File: config.mk
export PLATFORM = sky130hd
export DESIGN_NAME = period_meter
export DESIGN_NICKNAME = d
export VERILOG_FILES = /design/src/rtl/period_meter_pkg.sv /design/src/rtl/period_meter_edge_sync.sv /design/src/rtl/period_meter.sv
export SDC_FILE = /design/constraint.sdc
export NUM_CORES = 1
export LEC_CHECK = 0
export CORE_ASPECT_RATIO = 1.4
export CORE_MARGIN = 2
export CORE_UTILIZATION = 40
export CTS_CLUSTER_SIZE = 28
export DETAILED_ROUTE_END_ITERATION = 6
export PLACE_DENSITY_LB_ADDON = 0.1
export SLEW_MARGIN = 20
export SYNTH_ARGS = -nofsm -noshare
export SYNTH_HDL_FRONTEND = slang
export SYNTH_SLANG_ARGS = --single-unit
File: constraint.sdc
create_clock -name clock -period 7.1 [get_ports clock]
set_clock_uncertainty 0.05 [all_clocks]
set_input_delay 0.71 -clock clock [delete_from_list [all_inputs] [get_ports clock]]
set_output_delay 0.71 -clock clock [all_outputs]
set_load 0.02 [all_outputs]
File: src/rtl/period_meter_pkg.sv
// rtl/period_meter_pkg.sv - shared state encodings and blinker timing constants for period_meter
package period_meter_pkg;

  typedef enum logic [1:0] {
    ST_IDLE     = 2'd0,
    ST_MEASURE  = 2'd1,
    ST_OVERFLOW = 2'd2
  } state_t;

  localparam int unsigned CLK_HZ         = 50000000;
  // One blinker toggle lands every CLK_HZ+1 cycles because its count chain wraps at CLK_HZ.
  localparam int unsigned BLINK_INTERVAL = CLK_HZ + 1;

endpackage

File: src/rtl/period_meter_edge_sync.sv
// rtl/period_meter_edge_sync.sv - synchroniser, delay flop and registered edge strobe for sig_in
module edge_sync #(
  parameter int unsigned SYNC_STAGES = 2,
  parameter bit          EDGE_MODE   = 1'b0
) (
  input  logic clock,
  input  logic reset,
  input  logic sig_in,
  output logic strobe
);

  logic [SYNC_STAGES-1:0] sync_chain;
  logic                   dly;
  logic                   edge_seen;

  always_comb begin
    if (EDGE_MODE) edge_seen = sync_chain[SYNC_STAGES-1] & ~dly;
    else           edge_seen = sync_chain[SYNC_STAGES-1] ^ dly;
  end

  // Strobe is registered so the counter/FSM sees a clean flop output.
  always_ff @(posedge clock) begin
    if (reset) begin
      sync_chain <= '0;
      dly        <= 1'b0;
      strobe     <= 1'b0;
    end else begin
      sync_chain <= {sync_chain[SYNC_STAGES-2:0], sig_in};
      dly        <= sync_chain[SYNC_STAGES-1];
      strobe     <= edge_seen;
    end
  end

endmodule

File: src/rtl/period_meter.sv
// rtl/period_meter.sv - measures the cycle spacing between edges of an asynchronous input
module period_meter
  import period_meter_pkg::*;
#(
  parameter int unsigned WIDTH       = 26,
  parameter int unsigned TARGET      = BLINK_INTERVAL,
  parameter int unsigned TOL         = 50,
  parameter bit          EDGE_MODE   = 1'b0,
  parameter int unsigned SYNC_STAGES = 2
) (
  input  logic             clock,
  input  logic             reset,
  input  logic             sig_in,
  output logic [WIDTH-1:0] period,
  output logic             valid,
  output logic             in_range,
  output logic             overflow
);

  localparam longint unsigned CNT_MAX_L = (64'd1 << WIDTH) - 64'd1;
  localparam logic [WIDTH-1:0] CNT_MAX  = '1;
  localparam logic [WIDTH-1:0] CNT_ONE  = WIDTH'(1);
  localparam logic [WIDTH-1:0] TARGET_W = WIDTH'(TARGET);
  localparam logic [WIDTH:0]   TOL_W    = (WIDTH+1)'(TOL);

  if (SYNC_STAGES < 2) begin : g_bad_sync
    $error("period_meter: SYNC_STAGES must be at least 2");
  end
  if (64'(TARGET) > CNT_MAX_L || 64'(TOL) > CNT_MAX_L) begin : g_bad_fit
    $error("period_meter: TARGET and TOL must fit in WIDTH bits");
  end

  logic strobe;

  edge_sync #(
    .SYNC_STAGES(SYNC_STAGES),
    .EDGE_MODE  (EDGE_MODE)
  ) u_edge_sync (
    .clock (clock),
    .reset (reset),
    .sig_in(sig_in),
    .strobe(strobe)
  );

  state_t           state, state_next;
  logic [WIDTH-1:0] cnt, cnt_next;
  logic [WIDTH-1:0] period_next;
  logic             valid_next, in_range_next, overflow_next;

  // One extra bit keeps cnt-TARGET from wrapping when cnt is below TARGET.
  logic signed [WIDTH:0] diff;
  logic        [WIDTH:0] abs_diff;
  logic                  near;

  always_comb begin
    diff     = $signed({1'b0, cnt}) - $signed({1'b0, TARGET_W});
    abs_diff = diff[WIDTH] ? $unsigned(-diff) : $unsigned(diff);
    near     = (abs_diff <= TOL_W);
  end

  always_comb begin
    state_next    = state;
    cnt_next      = cnt;
    period_next   = period;
    valid_next    = 1'b0;
    in_range_next = in_range;
    overflow_next = overflow;
    unique case (state)
      ST_IDLE: begin
        if (strobe) begin
          state_next = ST_MEASURE;
          cnt_next   = CNT_ONE;
        end
      end
      ST_MEASURE: begin
        // A strobe on the saturating cycle still reports period=max.
        if (strobe) begin
          valid_next    = 1'b1;
          period_next   = cnt;
          in_range_next = near;
          overflow_next = 1'b0;
          cnt_next      = CNT_ONE;
        end else if (cnt == CNT_MAX) begin
          state_next    = ST_OVERFLOW;
          overflow_next = 1'b1;
        end else begin
          cnt_next = cnt + CNT_ONE;
        end
      end
      ST_OVERFLOW: begin
        if (strobe) begin
          state_next = ST_MEASURE;
          cnt_next   = CNT_ONE;
        end
      end
      default: begin
        state_next = ST_IDLE;
        cnt_next   = '0;
      end
    endcase
  end

  always_ff @(posedge clock) begin
    if (reset) begin
      state    <= ST_IDLE;
      cnt      <= '0;
      period   <= '0;
      valid    <= 1'b0;
      in_range <= 1'b0;
      overflow <= 1'b0;
    end else begin
      state    <= state_next;
      cnt      <= cnt_next;
      period   <= period_next;
      valid    <= valid_next;
      in_range <= in_range_next;
      overflow <= overflow_next;
    end
  end

endmodule
==> metrics.yaml, run 1 <==
timing:
  hold_ws_ps: 394
  rsz0062_at_grt: "no"
  drv_slew: 0
  slew_headroom_pct: 45.4
  finalSetupViolCount: 0
  fin_tns_setup_ps: 0
  finalHoldViolations: 0
  fin_crit_ps: 3830
  fmax_mhz: 261
  worst_pin_slew_ps: 820
  min_period_over_period_pct: 53.9
die:
  row_count: 43
  dieArea_sq_um: 11200
  die_x_um: 89.9
  fp.dieH_um: 124
  coreArea_sq_um: 10000
  pin_count: 32
  start_util_pct: 41.3
synthesis:
  avgSynthCellArea_sq_um: 7.96
  synth_area_leader_cell: "dfxtp_1"
  synthTopCellsByArea: "dfxtp_1 (30%), xnor2_1 (6.4%), a22o_1 (5.5%)"
  ys_types: 70
  synth_common_cells: "dfxtp_1 (61), nor2_1 (50), nand2_1 (34), xnor2_1 (30), nand3_1 (28)"
  syn-instance-count: 519
  yosysWarnings: 0
  ys_seq_elements: 61
  synth_ff_type: "dfxtp_1"
  synth_top_area_share_pct: 29.6
  yosysSeqAreaShare_pct: 29.6
  synth_edf_count: 0
  synthArstFlopShare_pct: 0
  syn-num-nets: 527
  netlist_area_sq_um: 4130
  synth.most_common_cell: "dfxtp_1"
placement:
  portBuffers: 31
  hpwl_um: 8910
  gp_congestion: 0.897
layout:
  nFillCells: 1012
  diodes: 0
  area_growth_pct: 15.2
  nNetsFinal: 530
  drive_above_1_share_pct: 6.83
drt:
  viasPerCell: 5.92
  drt-total-wl_um: 12000
  dr.pass1.iters: 5
  drt_iter0_markers: 239
  antenna_left: 0
  wl_per_cell_um: 18.1
  drc: 0
  route.vias.total: 3917
worst_hold_path:
  hold_class: "reg2reg"
global_route:
  grt_usage_pct: 21.7
  grt_start_max_net_pins: 23
  gr-total-overflow: 0
  antenna_found_initial: 0
  first_global_vias: 3901
  grt_pass1_wl_um: 19600
clock_network:
  cts.sinks: 61
  clockBufferDepth: 2
  htreeDepth: 3
  clock_latency_ps: 330
  cts_root_buf: "clkbuf_16"
  cts.repair.resized: 0
  cts_buffers: 9
  cts.clk_slew.worst_paths_ps: 50
  cts_tree: "built"
  post-cts-setup-buffer-count: 0
  cts_hold_buf: 0
status:
  status: "completed"
critical_path:
  cp-start-kind: "register"
  cp_max_fo: 13
  cp_data_arrival_time_ps: 4020
  worstSetupPathType: "reg2reg"
  crit_path_end_kind: "register"
  worstPathRequired_ps: 7290
pwr:
  p_leak_nw: 1.59
  p_total_mw: 0.817
  p_per_area_nw_per_um2: 172
  irDropWorstVdd_mv: 0.166
job:
  cap_viol_max_count: 0
## sequential cells by signal, summed over array words and instances, names as in the netlist
signal	flops
period	26
valid	1
u_edge_sync.strobe	1
u_edge_sync.sync_chain	2
in_range	1
overflow	1
u_edge_sync.dly	1
state	2
cnt	26
## cell type report
| type | count | area, sq um | area share (%) |
|---|---|---|---|
| sequential | 61 | 1220 | 25.7 |
| clock buffer | 12 | 246 | 5.18 |
| timing repair buffer | 34 | 333 | 7.00 |
| clock inverter | 4 | 47.5 | 0.999 |
| tap | 135 | 169 | 3.55 |
| inverter | 14 | 52.6 | 1.10 |
| multi-input combinational | 402 | 2690 | 56.5 |
## placed cells by master, fill, tap and decap left out, drive strengths merged, types with 8 or more instances in the layout
master / instances
a211oi: 10
a21oi: 25
a22o: 26
a31oi: 8
clkbuf: 12
clkdlybuf4s50: 31
dfxtp: 61
inv: 14
nand2: 34
nand3: 28
nand4: 12
nor2: 50
nor2b: 8
nor3: 22
nor4: 10
o211ai: 9
o21ai: 12
or3: 8
xnor2: 30
xor2: 13
## final timing paths
path	to	cells past startpoint	start	slack [ps]
worst max register to register	in_range$_SDFFE_PP0P_	11	cnt[2]$_SDFFE_PP0P_	3270
worst min-delay path	u_edge_sync.sync_chain[1]$_SDFF_PP0_	1	u_edge_sync.sync_chain[0]$_SDFF_PP0_	390
worst min register to register	u_edge_sync.sync_chain[1]$_SDFF_PP0_	1	u_edge_sync.sync_chain[0]$_SDFF_PP0_	390
worst max-delay path	in_range$_SDFFE_PP0P_	11	cnt[2]$_SDFFE_PP0P_	3270
## critical path, cell delays in order (launching register included)
cell,delay (ps)
dfxtp_1,620
inv_1,140
ha_1,230
nor3b_2,210
a211oi_1,720
o21a_4,270
o32ai_1,130
nor4b_4,460
nand4_1,160
a2111oi_2,400
a31oi_1,120
o31ai_1,220
## metrics by stage
stage                     util, %  cell area, sq um  std cells  worst slack (ps)
after floorplan                 -              4130        519              3640
after global placement       44.6              4460        646              3430
after detailed placement     44.6              4460        646              3330
after CTS                    47.5              4760        662              3290
after global routing         47.5              4760        662              2890
final                        47.5              4760        662              3270
## cell families (layout without fill, tap and decap cells)
kind of cell    count (synthesis)  in the layout  share of synthesized area [%]
fa+ha+maj                       5              5                           1.52
mux                             6              6                           1.45
compound gates                132            132                           24.2
simple gates                  216            216                           28.6
flops                          61             61                           29.6
xor+xnor                       43             43                           9.12
buf+inv                        56             64                           5.58
## report_power, final
group / leakage, nW / internal (mW) / switching, mW
clock: 0.143 / 0.280 / 0.151
combinational: 0.953 / 0.0131 / 0.0256
sequential: 0.492 / 0.344 / 0.00340
total: 1.59 / 0.637 / 0.180
## metal layers
layer,track usage (%),vias to the layer above,share of wire [%]
li1,-,1931,-
met1,24.0,1834,41
met2,39.0,111,51
met3,4.60,41,3.7
met4,11.0,0,4.2
met5,0,-,0
No activity file was read; power rests on OpenSTA's default activity.
==> run 2: changes to the inputs <==
==> constraint.sdc (replaced) <==
create_clock -name clock -period 3.5 [get_ports clock]
set_clock_uncertainty 0.05 [all_clocks]
set_input_delay 0.35 -clock clock [delete_from_list [all_inputs] [get_ports clock]]
set_output_delay 0.35 -clock clock [all_outputs]
set_load 0.02 [all_outputs]
==> run 2 against run 1 <==
Net effect:
- largest power group unchanged
- non-clock buffer count is 37 higher
- global-route usage is 0.61 points higher
- design area is 7.9% higher
- cell count is 5.6% higher
- setup slack worse by 3100 ps
- wire length is 3.4% higher
- core utilization is 3.8 points higher
==> metrics.yaml, run 2 (same netlist as run 1, synthesis figures left out) <==
status:
  status: "completed"
die:
  start_util_pct: 41.3
  fp.dieH_um: 124
  pin_count: 32
  coreArea_sq_um: 10000
  dieArea_sq_um: 11200
  die_x_um: 89.9
  row_count: 43
layout:
  final_area_sq_um: 5130
  reg_top3: "cnt x26, period x26"
  drive_above_1_share_pct: 15.4
  diodes: 0
  final_util_pct: 51.3
  fin_cells: 699
  nFillCells: 1004
  final_common_cell: "dfxtp_1"
  area_growth_pct: 24.3
  nNetsFinal: 567
  layout_common_cells: "dfxtp_1 (60), nor2_1 (50), buf_4 (40), nand2_1 (33), clkdlybuf4s50_1 (31)"
clock_network:
  clockBufferDepth: 2
  cts_hold_buf: 0
  cts_buffers: 9
  cts.sinks: 61
  cts.clk_slew.worst_paths_ps: 60
  cts_tree: "built"
  clock_latency_ps: 330
  htreeDepth: 3
  cts_root_buf: "clkbuf_16"
critical_path:
  critPathMaxStageDelay_ps: 630
  crit_path_end_kind: "register"
  cp_max_fo: 6
  crit_slowest_cell: "or4_1"
  cp_data_arrival_time_ps: 3490
  crit_chain: "or4_1, buf_4, nor4_1, mux2i_1, and2_1, nor4_1, a21oi_1, a2111oi_2, a31oi_1, o31ai_1"
  crit_family: "simple AND/OR/NAND/NOR gates"
  worstSetupPathType: "reg2reg"
  critPathMostFrequentCell: "nor4_1"
  worst-path-buf-inv: 1
  cp-start-kind: "register"
  worstPathRequired_ps: 3700
pwr:
  clkPwrFrac_pct: 52.7
  intPower_mw: 1.29
  irDropWorstVdd_mv: 0.464
  p_per_area_nw_per_um2: 329
  p_sw_mw: 0.400
  power_frac_comb_pct: 5.8
  p_leak_nw: 1.80
  p_seq_share_pct: 41.5
  p_sw_share_pct: 23.7
timing:
  slew_headroom_pct: 48.5
  fmax_mhz: 304
  finalSetupViolCount: 0
  min_period_over_period_pct: 94.1
  finalHoldViolations: 0
  hold_ws_ps: 396
  worst_pin_slew_ps: 772
  fin_crit_ps: 3290
  rsz0062_at_grt: "no"
  fin_tns_setup_ps: 0
  drv_slew: 0
drt:
  dr.pass1.iters: 5
  wl_per_cell_um: 17.7
  route.vias.total: 4125
  drc: 0
  viasPerCell: 5.90
  drt_iter0_markers: 220
  drt-total-wl_um: 12400
  antenna_left: 0
global_route:
  grt_pass1_wl_um: 20400
  gr-usage-met2_pct: 41.0
  grt_usage_pct: 22.3
  grt_use_met3_pct: 3.51
  busiest_layer: "met2"
  grt_start_max_net_pins: 28
  first_global_vias: 3958
  gr-total-overflow: 0
  antenna_found_initial: 0
  met1_usage_pct: 25.7
job:
  cap_viol_max_count: 0
placement:
  gp_congestion: 0.951
  dp.cells: 680
  portBuffers: 31
  postPlaceCellArea_sq_um: 4720
  hpwl_um: 9330
worst_hold_path:
  hold_class: "reg2reg"
run 2: per-layer routing:
metal	part of all wire [%]	routed length (um)
met1	42	5230
met2	53	6530
met3	2.5	307
met4	2.5	305
met5	0	0
run 2: worst paths after layout:
check | depth (start not counted) | startpoint | to | slack, ps
hold reg to reg | 1 | u_edge_sync.sync_chain[0]$_SDFF_PP0_ | u_edge_sync.sync_chain[1]$_SDFF_PP0_ | 400
setup / recovery | 10 | cnt[8]$_SDFFE_PP0P_ | in_range$_SDFFE_PP0P_ | 210
hold / removal | 1 | u_edge_sync.sync_chain[0]$_SDFF_PP0_ | u_edge_sync.sync_chain[1]$_SDFF_PP0_ | 400
setup reg to reg | 10 | cnt[8]$_SDFFE_PP0P_ | in_range$_SDFFE_PP0P_ | 210
run 2: worst register-to-register path, delay by kind of cell (launching register included):
kind | cells | cell delay, ps
and+or+nand+nor | 4 | 1600
AOI/OAI and AO/OA | 4 | 850
DFF | 1 | 360
buffers and inverters | 1 | 210
muxes | 1 | 160
run 2: layout make-up:
class,instances,area (sq um),share of cell area (%)
multi-input cells,402,2780,54.2
flip-flops and latches,61,1220,23.8
repair buffers,71,611,11.9
clock buffers,9,225,4.39
well taps,135,169,3.29
clock inverters,7,73.8,1.44
inverters,14,52.6,1.02
run 2: stage by stage:
stage | setup WS (ps) | power (mW)
final | 206 | 1.69
after global routing | 20.6 | 1.75
after CTS | 61.0 | 1.70
after detailed placement | 71.6 | 0.804
after global placement | 188 | 0.803
after floorplan | 36.8 | 0.778
run 2: what timing repair did:
action                                 CTS  global route
buffers inserted                         0             3
endpoints found under the hold margin    0             0
setup endpoints to repair                0             1
resized for setup                        0            20
run 2: power by group through the flow:
stage	registers [mW]	logic, mW	clock network [mW]
2_1_floorplan	0.716	0.0618	0
3_3_place_gp	0.716	0.0872	0
3_5_place_dp	0.716	0.0880	0
4_1_cts	0.701	0.0883	0.909
5_1_grt	0.701	0.107	0.941
6_report	0.701	0.0981	0.890
==> run 3: changes to the inputs <==
--- a/config.mk
+++ b/config.mk
@@ -10,6 +10,7 @@
 export CORE_UTILIZATION = 40
 export CTS_CLUSTER_SIZE = 28
 export DETAILED_ROUTE_END_ITERATION = 6
+export MAX_ROUTING_LAYER = met4
 export PLACE_DENSITY_LB_ADDON = 0.1
 export SLEW_MARGIN = 20
 export SYNTH_ARGS = -nofsm -noshare
==> run 3 against run 2 <==
Net effect:
- total power increased by 0.26%
- die area unchanged
- wire length about the same
- cell count unchanged
- largest cell class unchanged
- largest power group unchanged
==> metrics.yaml, run 3 (same netlist as run 1, synthesis figures left out) <==
status:
  status: "completed"
die:
  start_util_pct: 41.3
  die_x_um: 89.9
  fp.dieH_um: 124
  row_count: 43
  dieArea_sq_um: 11200
  coreArea_sq_um: 10000
  pin_count: 32
clock_network:
  cts_root_buf: "clkbuf_16"
  cts.clk_slew.worst_paths_ps: 60
  clockBufferDepth: 2
  clock_latency_ps: 330
  cts_tree: "built"
  cts.sinks: 61
  cts_buffers: 9
  htreeDepth: 3
global_route:
  gr-total-overflow: 0
  grt_usage_pct: 22.9
  grt_start_max_net_pins: 28
  first_global_vias: 3966
  grt_pass1_wl_um: 20300
  antenna_found_initial: 0
critical_path:
  cp-start-kind: "register"
  worstSetupPathType: "reg2reg"
  regToRegSetupSlack_ps: 230
  crit_slowest_cell: "or4_1"
  critPathMaxStageDelay_ps: 630
  crit_chain: "or4_1, buf_4, nor4_1, mux2i_1, and2_1, nor4_1, a21oi_1, a2111oi_2, a31oi_1, o31ai_1"
  cp_data_arrival_time_ps: 3470
  worstPathRequired_ps: 3700
  cp_max_fo: 6
  crit_path_end_kind: "register"
  critPathMostFrequentCell: "nor4_1"
layout:
  layout_common_cells: "dfxtp_1 (60), nor2_1 (50), buf_4 (40), nand2_1 (33), clkdlybuf4s50_1 (31)"
  regArea_sq_um: 1220
  multiInputGateArea_sq_um: 2780
  final_common_cell: "dfxtp_1"
  nNetsFinal: 567
  diodes: 0
  reg_top3: "cnt x26, period x26"
  area_growth_pct: 24.3
  drive_above_1_share_pct: 15.4
  nFillCells: 1004
worst_hold_path:
  hold_class: "reg2reg"
timing:
  hold_ws_ps: 395
  finalSetupViolCount: 0
  fmax_mhz: 305
  finalHoldViolations: 0
  slew_headroom_pct: 48.2
  min_period_over_period_pct: 93.6
  drv_slew: 0
  worst_pin_slew_ps: 777
  fin_crit_ps: 3270
  fin_tns_setup_ps: 0
  rsz0062_at_grt: "no"
pwr:
  p_seq_share_pct: 41.4
  clkPwrFrac_pct: 52.8
  p_sw_mw: 0.405
  p_per_area_nw_per_um2: 330
  p_leak_nw: 1.80
  intPower_mw: 1.29
  power_frac_comb_pct: 5.8
  p_sw_share_pct: 23.9
  p_total_mw: 1.69
  irDropWorstVdd_mv: 0.467
placement:
  portBuffers: 31
  gp_congestion: 0.969
  hpwl_um: 9330
drt:
  viasPerCell: 5.91
  drt_iter0_markers: 222
  antenna_left: 0
  drc: 0
  wl_per_cell_um: 17.7
  drt-total-wl_um: 12400
  route.vias.total: 4130
  dr.pass1.iters: 4
job:
  cap_viol_max_count: 0
-- run 3: final timing paths --
kind / to / startpoint / cells past startpoint
worst max register to register: in_range$_SDFFE_PP0P_ / cnt[8]$_SDFFE_PP0P_ / 10
worst min-delay path: u_edge_sync.sync_chain[1]$_SDFF_PP0_ / u_edge_sync.sync_chain[0]$_SDFF_PP0_ / 1
worst max-delay path: in_range$_SDFFE_PP0P_ / cnt[8]$_SDFFE_PP0P_ / 10
worst min register to register: u_edge_sync.sync_chain[1]$_SDFF_PP0_ / u_edge_sync.sync_chain[0]$_SDFF_PP0_ / 1
-- run 3: metal layers --
layer / part of all wire (%) / vias to the layer above / wire, um / global-route usage, %
met5: 0 / - / 0 / -
li1: - / 2005 / - / -
met2: 52 / 102 / 6460 / 41.0
met1: 42 / 1996 / 5210 / 25.6
met4: 3.1 / 0 / 378 / 9.05
met3: 2.6 / 27 / 321 / 3.27
-- run 3: critical path, delay by kind of cell (launching register included) --
kind | cells | cell delay (ps)
compound gates | 4 | 850
flops | 1 | 360
mux | 1 | 150
buf+inv | 1 | 210
simple gates | 4 | 1570
-- run 3: cell type report --
class	count	share of cell area, %
inverter	14	1.02
sequential	61	23.8
timing repair buffer	71	11.9
clock buffer	9	4.39
multi-input combinational	402	54.2
tap	135	3.29
clock inverter	7	1.44
-- run 3: what timing repair did --
action / in CTS / in global routing
gates resized for setup: 0 / 20
setup endpoints to repair: 0 / 1
hold buffers: 0 / 0
setup buffers: 0 / 3
-- run 3: per-stage QoR --
stage	util, %	instances	area (sq um)	setup slack, ps
6_report	51.3	699	5130	225
5_1_grt	51.3	699	5130	22.0
4_1_cts	50.1	696	5020	61.0
3_5_place_dp	47.1	680	4720	71.6
3_3_place_gp	47.1	680	4720	188
2_1_floorplan	-	519	4130	36.8
-- run 3: power by group through the flow --
stage	clock (mW)	combinational [mW]	sequential, mW
after floorplan	0	0.0618	0.716
after global placement	0	0.0872	0.716
after detailed placement	0	0.0880	0.716
after CTS	0.909	0.0883	0.701
after global routing	0.940	0.107	0.701
final	0.894	0.0981	0.701
